### config.mk
export PLATFORM = sky130hd
export DESIGN_NAME = mem_access_arbiter
export DESIGN_NICKNAME = d
export VERILOG_FILES = /design/src/rtl/mem_access_arbiter.sv
export SDC_FILE = /design/constraint.sdc
export NUM_CORES = 1
export LEC_CHECK = 0
export ABC_AREA = 1
export BUFFER_PORTS_ARGS = -buffer_cell sky130_fd_sc_hd__buf_2
export CORE_AREA = 3 3 117 119
export DETAILED_ROUTE_END_ITERATION = 16
export DIE_AREA = 0 0 120 122
export PLACE_DENSITY = 0.82
export SLEW_MARGIN = 10
export SYNTH_ARGS = -nofsm -noshare
export SYNTH_HDL_FRONTEND = slang
export SYNTH_SLANG_ARGS = --single-unit
### constraint.sdc
create_clock -name clk -period 2 [get_ports clk]
set_input_delay 0.3 -clock clk [delete_from_list [all_inputs] [get_ports clk]]
set_output_delay 0.3 -clock clk [all_outputs]
set_load 0.05 [all_outputs]
### src/rtl/mem_access_arbiter.sv
// Two-requester round-robin arbiter and sequencer for a 1024x32 main memory.
// Latency: gnt one cycle after the request edge, done ACCESS_LAT+1 cycles after it (out of range: 2).
// Backpressure: requests hold until gnt; inputs are ignored while busy. Define MEM_ARB_STATS_EN for grant counters.
module mem_access_arbiter #(
  parameter int ADDR_WIDTH = 32,
  parameter int DATA_WIDTH = 32,
  parameter int MEM_DEPTH  = 1024,
  parameter int ACCESS_LAT = 4,
  parameter int CNT_WIDTH  = 16
) (
  input  logic                  clk,
  input  logic                  rst_n,
  input  logic                  req0,
  input  logic                  we0,
  input  logic [ADDR_WIDTH-1:0] addr0,
  input  logic [DATA_WIDTH-1:0] wdata0,
  output logic                  gnt0,
  output logic                  done0,
  input  logic                  req1,
  input  logic                  we1,
  input  logic [ADDR_WIDTH-1:0] addr1,
  input  logic [DATA_WIDTH-1:0] wdata1,
  output logic                  gnt1,
  output logic                  done1,
  output logic [DATA_WIDTH-1:0] rdata,
  output logic                  resp_err,
  output logic [ADDR_WIDTH-1:0] mem_rd_addr,
  output logic [ADDR_WIDTH-1:0] mem_wr_addr,
  output logic [DATA_WIDTH-1:0] mem_wdata,
  output logic                  mem_wr_en,
  input  logic [DATA_WIDTH-1:0] mem_rdata,
  output logic                  busy
`ifdef MEM_ARB_STATS_EN
  ,
  output logic [CNT_WIDTH-1:0]  gcnt0,
  output logic [CNT_WIDTH-1:0]  gcnt1
`endif
);

  localparam int LW = (ACCESS_LAT > 1) ? $clog2(ACCESS_LAT) : 1;
  localparam logic [ADDR_WIDTH:0] DEPTH_EXT = (ADDR_WIDTH+1)'(MEM_DEPTH);

  if (ACCESS_LAT < 1 || CNT_WIDTH < 1) begin : g_param_check
    $error("mem_access_arbiter: ACCESS_LAT and CNT_WIDTH must be >= 1");
  end

  typedef enum logic [1:0] {S_IDLE, S_ACCESS, S_RESP} state_e;

  state_e                state_q, state_d;
  logic [LW-1:0]         cnt_q, cnt_d;
  logic                  rr_q, rr_d;        // preferred requester when both ask
  logic                  owner_q, owner_d;
  logic                  we_q, we_d;
  logic                  err_q, err_d;
  logic [ADDR_WIDTH-1:0] addr_q, addr_d;
  logic [DATA_WIDTH-1:0] wdata_q, wdata_d;
  logic [DATA_WIDTH-1:0] rdata_q, rdata_d;
  logic                  gnt0_q, gnt0_d, gnt1_q, gnt1_d;
  logic                  done0_q, done0_d, done1_q, done1_d;
  logic                  resp_err_q, resp_err_d;
  logic                  mem_wr_en_q, mem_wr_en_d;
  logic                  busy_q, busy_d;

  logic                  sel, sel_we, sel_oor;
  logic [ADDR_WIDTH-1:0] sel_addr;
  logic [DATA_WIDTH-1:0] sel_wdata;

  // Arbitration choice, next-state and next-output computation.
  always_comb begin
    state_d     = state_q;
    cnt_d       = cnt_q;
    rr_d        = rr_q;
    owner_d     = owner_q;
    we_d        = we_q;
    err_d       = err_q;
    addr_d      = addr_q;
    wdata_d     = wdata_q;
    rdata_d     = rdata_q;
    gnt0_d      = 1'b0;
    gnt1_d      = 1'b0;
    done0_d     = 1'b0;
    done1_d     = 1'b0;
    resp_err_d  = 1'b0;
    mem_wr_en_d = 1'b0;

    sel       = (req0 && req1) ? rr_q : req1;
    sel_we    = sel ? we1 : we0;
    sel_addr  = sel ? addr1 : addr0;
    sel_wdata = sel ? wdata1 : wdata0;
    sel_oor   = ({1'b0, sel_addr} >= DEPTH_EXT);

    case (state_q)
      S_IDLE: begin
        if (req0 || req1) begin
          owner_d = sel;
          rr_d    = ~sel;
          we_d    = sel_we;
          err_d   = sel_oor;
          gnt0_d  = ~sel;
          gnt1_d  = sel;
          if (sel_oor) begin
            // Out of range skips memory; RESP waits one cycle so done lands after gnt.
            state_d = S_RESP;
            cnt_d   = LW'(1);
          end else begin
            addr_d      = sel_addr;
            wdata_d     = sel_wdata;
            state_d     = S_ACCESS;
            cnt_d       = LW'(ACCESS_LAT - 1);
            mem_wr_en_d = sel_we && (ACCESS_LAT == 1);
          end
        end
      end
      S_ACCESS: begin
        if (cnt_q == '0) begin
          if (!we_q) rdata_d = mem_rdata;
          state_d = S_RESP;
          done0_d = ~owner_q;
          done1_d = owner_q;
        end else begin
          cnt_d       = cnt_q - LW'(1);
          mem_wr_en_d = we_q && (cnt_q == LW'(1));
        end
      end
      S_RESP: begin
        if (cnt_q != '0) begin
          cnt_d      = '0;
          done0_d    = ~owner_q;
          done1_d    = owner_q;
          resp_err_d = err_q;
        end else begin
          state_d = S_IDLE;
        end
      end
      default: state_d = S_IDLE;
    endcase

    busy_d = (state_d != S_IDLE);
  end

  // State and registered-output update; reset abandons any access in flight.
  always_ff @(posedge clk or negedge rst_n) begin
    if (!rst_n) begin
      state_q     <= S_IDLE;
      cnt_q       <= '0;
      rr_q        <= 1'b0;
      owner_q     <= 1'b0;
      we_q        <= 1'b0;
      err_q       <= 1'b0;
      addr_q      <= '0;
      wdata_q     <= '0;
      rdata_q     <= '0;
      gnt0_q      <= 1'b0;
      gnt1_q      <= 1'b0;
      done0_q     <= 1'b0;
      done1_q     <= 1'b0;
      resp_err_q  <= 1'b0;
      mem_wr_en_q <= 1'b0;
      busy_q      <= 1'b0;
    end else begin
      state_q     <= state_d;
      cnt_q       <= cnt_d;
      rr_q        <= rr_d;
      owner_q     <= owner_d;
      we_q        <= we_d;
      err_q       <= err_d;
      addr_q      <= addr_d;
      wdata_q     <= wdata_d;
      rdata_q     <= rdata_d;
      gnt0_q      <= gnt0_d;
      gnt1_q      <= gnt1_d;
      done0_q     <= done0_d;
      done1_q     <= done1_d;
      resp_err_q  <= resp_err_d;
      mem_wr_en_q <= mem_wr_en_d;
      busy_q      <= busy_d;
    end
  end

  assign gnt0        = gnt0_q;
  assign gnt1        = gnt1_q;
  assign done0       = done0_q;
  assign done1       = done1_q;
  assign rdata       = rdata_q;
  assign resp_err    = resp_err_q;
  assign mem_rd_addr = addr_q;
  assign mem_wr_addr = addr_q;
  assign mem_wdata   = wdata_q;
  assign mem_wr_en   = mem_wr_en_q;
  assign busy        = busy_q;

`ifdef MEM_ARB_STATS_EN
  logic [CNT_WIDTH-1:0] gcnt0_q, gcnt1_q;

  // Saturating per-requester grant counters.
  always_ff @(posedge clk or negedge rst_n) begin
    if (!rst_n) begin
      gcnt0_q <= '0;
      gcnt1_q <= '0;
    end else begin
      if (gnt0_d && (gcnt0_q != '1)) gcnt0_q <= gcnt0_q + CNT_WIDTH'(1);
      if (gnt1_d && (gcnt1_q != '1)) gcnt1_q <= gcnt1_q + CNT_WIDTH'(1);
    end
  end

  assign gcnt0 = gcnt0_q;
  assign gcnt1 = gcnt1_q;
`endif

endmodule

After elaboration in Yosys (flattened, before gate mapping)
Index checks and enable logic that the tools add are counted.
Storage, ports and cells
  memory bits (writable): 0
  input port bits: 166
  output and inout port bits: 135
  bits in latches: 0
  ROM bits: 0
  word-level logic and storage cells: 68
  flip-flop bits (word level): 111
  memories kept: 0
Operators by class
  shifts and indexed selects: 0
  reductions and logical operators: 12
  multiplexer cells: 28
  equality and inequality tests: 6
  add/sub/neg operators: 1
  bitwise logic cells: 4
  $lt $le $gt $ge: 1
  divide/modulo/power cells: 0
  multiply operators: 0
Operators by type and width (number)
  $mux 32: 2
  $ge 32x11->1 const B: 1
  $mux 2: 8
  $mux 1: 14
  $pmux 2 s3: 2
  $ne 2x2->1 const B: 3
  $reduce_and 3->1: 2
  $eq 2x1->1 const B: 2
  $logic_not 2->1: 2
  $not 1->1: 4
  $pmux 1 s2: 2
  $reduce_and 4->1: 1
  $reduce_bool 2->1: 2
  $reduce_bool 3->1: 1
  $eq 2x2->1 const B: 1
  $logic_and 1x1->1: 2
  $reduce_and 2->1: 1
  $sub 2x1->2 const B: 1
  $logic_or 1x1->1: 1

Longest topological paths before layout
  depth in word-level cells: 8
  mapped depth: 15
  gate-level depth less buffers: 14

Least setup slack after synthesis
OpenSTA, ideal clock, no wires.
  path type: register -> register
  start point: register rr_q
  end point: register addr_q[10] (netlist: mem_rd_addr[10])
  arrival time: 1623 ps
  period minus slack after synthesis: 1739 ps
  setup slack: 261 ps
  required time: 1884 ps
  cell stages (with the launch flop): 16
  setup time: 116 ps
  path buffers: 3
  cell sequence: dfrtp_1 inv_2 nand2_4 nand2_2 buf_6 nand2_1 nand2_1 nand2_1 nor2_1 nand2_1 nor2_2 nand3_2 buf_6 buf_2 nand2_1 inv_1
On the way
  word-level cells in the longest chain between the ends: 5
Ends and longest elaborated chain
  start, declared: line 51  | logic rr_q, rr_d;
  start signal, assigned: line 163  | rr_q <= rr_d;
  $mux 1 (*): line 86  | sel = (req0 && req1) ? rr_q : req1;
  $mux 32 (*): line 88  | sel_addr = sel ? addr1 : addr0;
  $ge 32x11->1: line 90  | sel_oor = ({1'b0, sel_addr} >= DEPTH_EXT);
  $not 1->1 (no source line)
  $reduce_and 3->1 (no source line)
  end signal, assigned: line 167  | addr_q <= addr_d;
  end, declared: line 55  | logic [ADDR_WIDTH-1:0] addr_q, addr_d;
Mark *: on every way between the ends. The rest lies on a longest branch, timed or not.
A chain may end at the register's enable or synchronous reset.

Worst setup path in the final report
  start point: register rr_q
  end point: register addr_q[3] (netlist: mem_rd_addr[3])
The elaborated chain is that of the path after synthesis.

==> results.sh <==
export IMPL_status="finished, final reports clean"
export IMPL_ys_types=26
export IMPL_detail_route_first_pass_iterations=5
export IMPL_globalRouteTotalUtil_pct=17.51
export IMPL_die_h_um=122
export IMPL_yosysSeqAreaShare_pct=53.19
export IMPL_synth_warning_count=0
export IMPL_synth_avg_cell_area_sq_um=9.817
export IMPL_fp_coreArea_sq_um=12670
export IMPL_routedWlPerCell_um=15.23
export IMPL_worst_r2r_setup_slack_ns=0.01
export IMPL_cap_violations=0
export IMPL_tns_ns=0
export IMPL_synth_largest_area_cell="dfrtp_1"
export IMPL_grt_overflow_total=0
export IMPL_worst_setup_path_end_kind="flop"
export IMPL_dp_hpwl_um=10330
export IMPL_detailedRoute_firstIterationViolations=134
export IMPL_cts_root_buffer_cell="clkbuf_16"
export IMPL_design_power_total_mw=5.825
export IMPL_insertion_delay_ns=0.34
export IMPL_timing_final_crit_share_pct=99.33
export IMPL_pwr_density_nw_per_um2=785.6
export IMPL_synth_cells=532
export IMPL_detailroute_via_count=4648
export IMPL_r2r_cells=14
export IMPL_routed_wirelength_um=15120
export IMPL_synth_net_count=705
export IMPL_synth_seq_cells=111
export IMPL_final_core_utilization_pct=58.52
export IMPL_post_route_drc_count=0
export IMPL_worst_slew_margin_rel_pct=62.33
export IMPL_num_io_pins=301
export IMPL_synth_area_sq_um=5223
export IMPL_layout_drive_gt1_share_pct=49.57
export IMPL_worst_slew_pin_transition_ns=0.5651
export IMPL_placer_congestion=0.8346
export IMPL_clock_sinks=111
export IMPL_route_detailed_vias_per_inst=4.681
export IMPL_critical_path_startpoint_type="flop"
export IMPL_postRouteAntennaNets=0
export IMPL_finClkSkew_ns=0.01289
export IMPL_placed_cell_area_sq_um=6721
export IMPL_static_leakage_power_nw=4.448
export IMPL_final_critical_path_setup_slack_ns=0.01338
export IMPL_worst_endpoint_required_ns=2.22
export IMPL_yosysTopAreaCellShare_pct=53.19
export IMPL_timing_final_hold_violations=0
export IMPL_crit_reg2reg_launch="rr_q"
export IMPL_startpoint="rr_q"
export IMPL_setup_violation_total_in_the_final_timing_report=0
export IMPL_grt_pass1_wl_um=20310
export IMPL_power_ir_vdd_worst_uv=332.4
export IMPL_antenna_violations_before_repair=2
export IMPL_io_buffer_count=300
export IMPL_pin_count_of_the_biggest_net_entering_global_routing=112
export IMPL_regToRegEndpoint="mem_rd_addr[3]"
export IMPL_fmax_mhz=503.4
export IMPL_clk_pin_slew_ns=0.07
export IMPL_cts_tree="built"
export IMPL_cts_made_buffers=9
export IMPL_critical_path_endpoint="mem_rd_addr[3]"
export IMPL_rsz0062_at_grt="yes"
export IMPL_timing_worst_setup_path_type="reg2reg"
export IMPL_synth_top_cells_by_area="dfrtp_1 53%, nand2_1 9.9%, mux2i_1 8.0%"
export IMPL_finalInstanceArea_sq_um=7415
export IMPL_report_final_slew_viol_count=0
export IMPL_hold_buffers=0
export IMPL_num_rows=41
export IMPL_detailedPlace_worstSlack_ns=-0.02132
export IMPL_fin_nets=988
export IMPL_floorplan_die_area_sq_um=14640
export IMPL_dieWidth_um=120
export IMPL_floorplan_initialDensity_pct=41.22
export IMPL_cts_max_level=3
export IMPL_ctsLongestPathBuffers=2
export IMPL_layout_min_cycle_time_ns=1.987
export IMPL_critical_path_peak_fanout=8
export IMPL_hold_path_class="in2async"
export IMPL_cp_arrival_ns=2.20
export IMPL_grt_pass1_vias=4258
export IMPL_area_growth_pct=41.97
==> synth_stat cells, drive strengths merged <==
cell type  count
nor2          17
inv           51
nand2        140
mux2i         42
nor3           4
or2            1
nor4           1
o22ai          2
clkbuf         6
nand3         10
buf           50
o21ai         50
ha             7
nand3b         7
mux2          32
dfrtp        111
o21bai         1
==> power by group <==
part           internal (mW)  switching (mW)  total [mW]
registers               2.39          0.0623        2.46
logic                  0.605           0.971        1.58
clock network           1.01           0.787        1.79
==> critical path, stage by stage (launching register included) <==
cell and delay, ns:
dfrtp_1 0.34, inv_2 0.07, nand2_8 0.12, buf_4 0.13, nand3b_1 0.08, nand2_1 0.08
nand2_1 0.06, nor2_1 0.10, nand2_1 0.12, nor2_4 0.17, buf_4 0.15, nand3_4 0.12
clkbuf_16 0.19, nand2_1 0.05, o21ai_0 0.08
==> cell families (layout without fill, tap and decap cells) <==
kind of cell	Yosys count	after routing	synth area share, %
DFF	111	111	53.19
AOI/OAI and AO/OA	53	53	5.175
other	0	2	0
muxes	74	74	14.95
adders and majority gates	7	7	1.677
buffers and inverters	107	392	10.76
and+or+nand+nor	180	182	14.26
==> layout by cell type, fill, tap and decap left out, types with 3 or more instances in the layout <==
master	instances
mux2i_1	42
nand3b_1	7
nor3_1	4
dfrtp_1	111
buf_4	11
o21ai_1	21
buf_6	4
clkbuf_16	14
nor2_1	13
o21ai_0	25
mux2_2	32
inv_2	3
nand2_2	14
buf_12	5
inv_1	48
nand2_8	3
ha_1	7
nand2_1	122
nand3_1	8
buf_2	299
o21ai_2	4
==> through the flow <==
stage                     instances  hold slack (ns)
after floorplan                 532         0.004409
after global placement          958           0.4160
after detailed placement        958           0.4216
after CTS                       973          0.05481
after global routing            992          0.07671
final                           993          0.03660
==> how the worst min path moves through the flow <==
stage | from | to | slack, ns | depth (start not counted)
3_5_place_dp | rst_n | rdata[20] | 0.42 | 2
3_3_place_gp | rst_n | rdata[18] | 0.42 | 2
4_1_cts | rst_n | rdata[20] | 0.05 | 2
2_1_floorplan | rst_n | busy | 0.004 | 0
6_report | rst_n | rdata[18] | 0.04 | 2
5_1_grt | rst_n | rdata[18] | 0.08 | 2
==> repair_timing <==
action,4_1_cts,5_1_grt
buffers inserted,0,6
gates resized for setup,0,52
setup endpoints to repair,0,66
hold endpoints to repair,0,0
==> registers in the layout, indices dropped and copies added (netlist names) <==
signal,count
resp_err,1
mem_wr_en,1
err_q,1
done1,1
gnt1,1
owner_q,1
mem_rd_addr,32
gnt0,1
busy,1
mem_wdata,32
rdata,32
state_q,2
we_q,1
cnt_q,2
done0,1
rr_q,1
==> per-layer routing <==
layer	part of all wire (%)	global-route usage, %
met3	7.2	4.225
met5	0.060	0
met2	51	30.42
met4	2.9	7.516
met1	39	20.74
==> cell type report <==
cell class	instances	area (sq um)
antenna	2	5.005
clock buffer	11	242.7
clock inverter	4	55.05
fill	1095	5256
inverter	51	191.4
multi-input combinational	316	2036
sequential	111	2778
tap	172	215.2
timing repair buffer	326	1892
(Power assumes the default switching activity.)
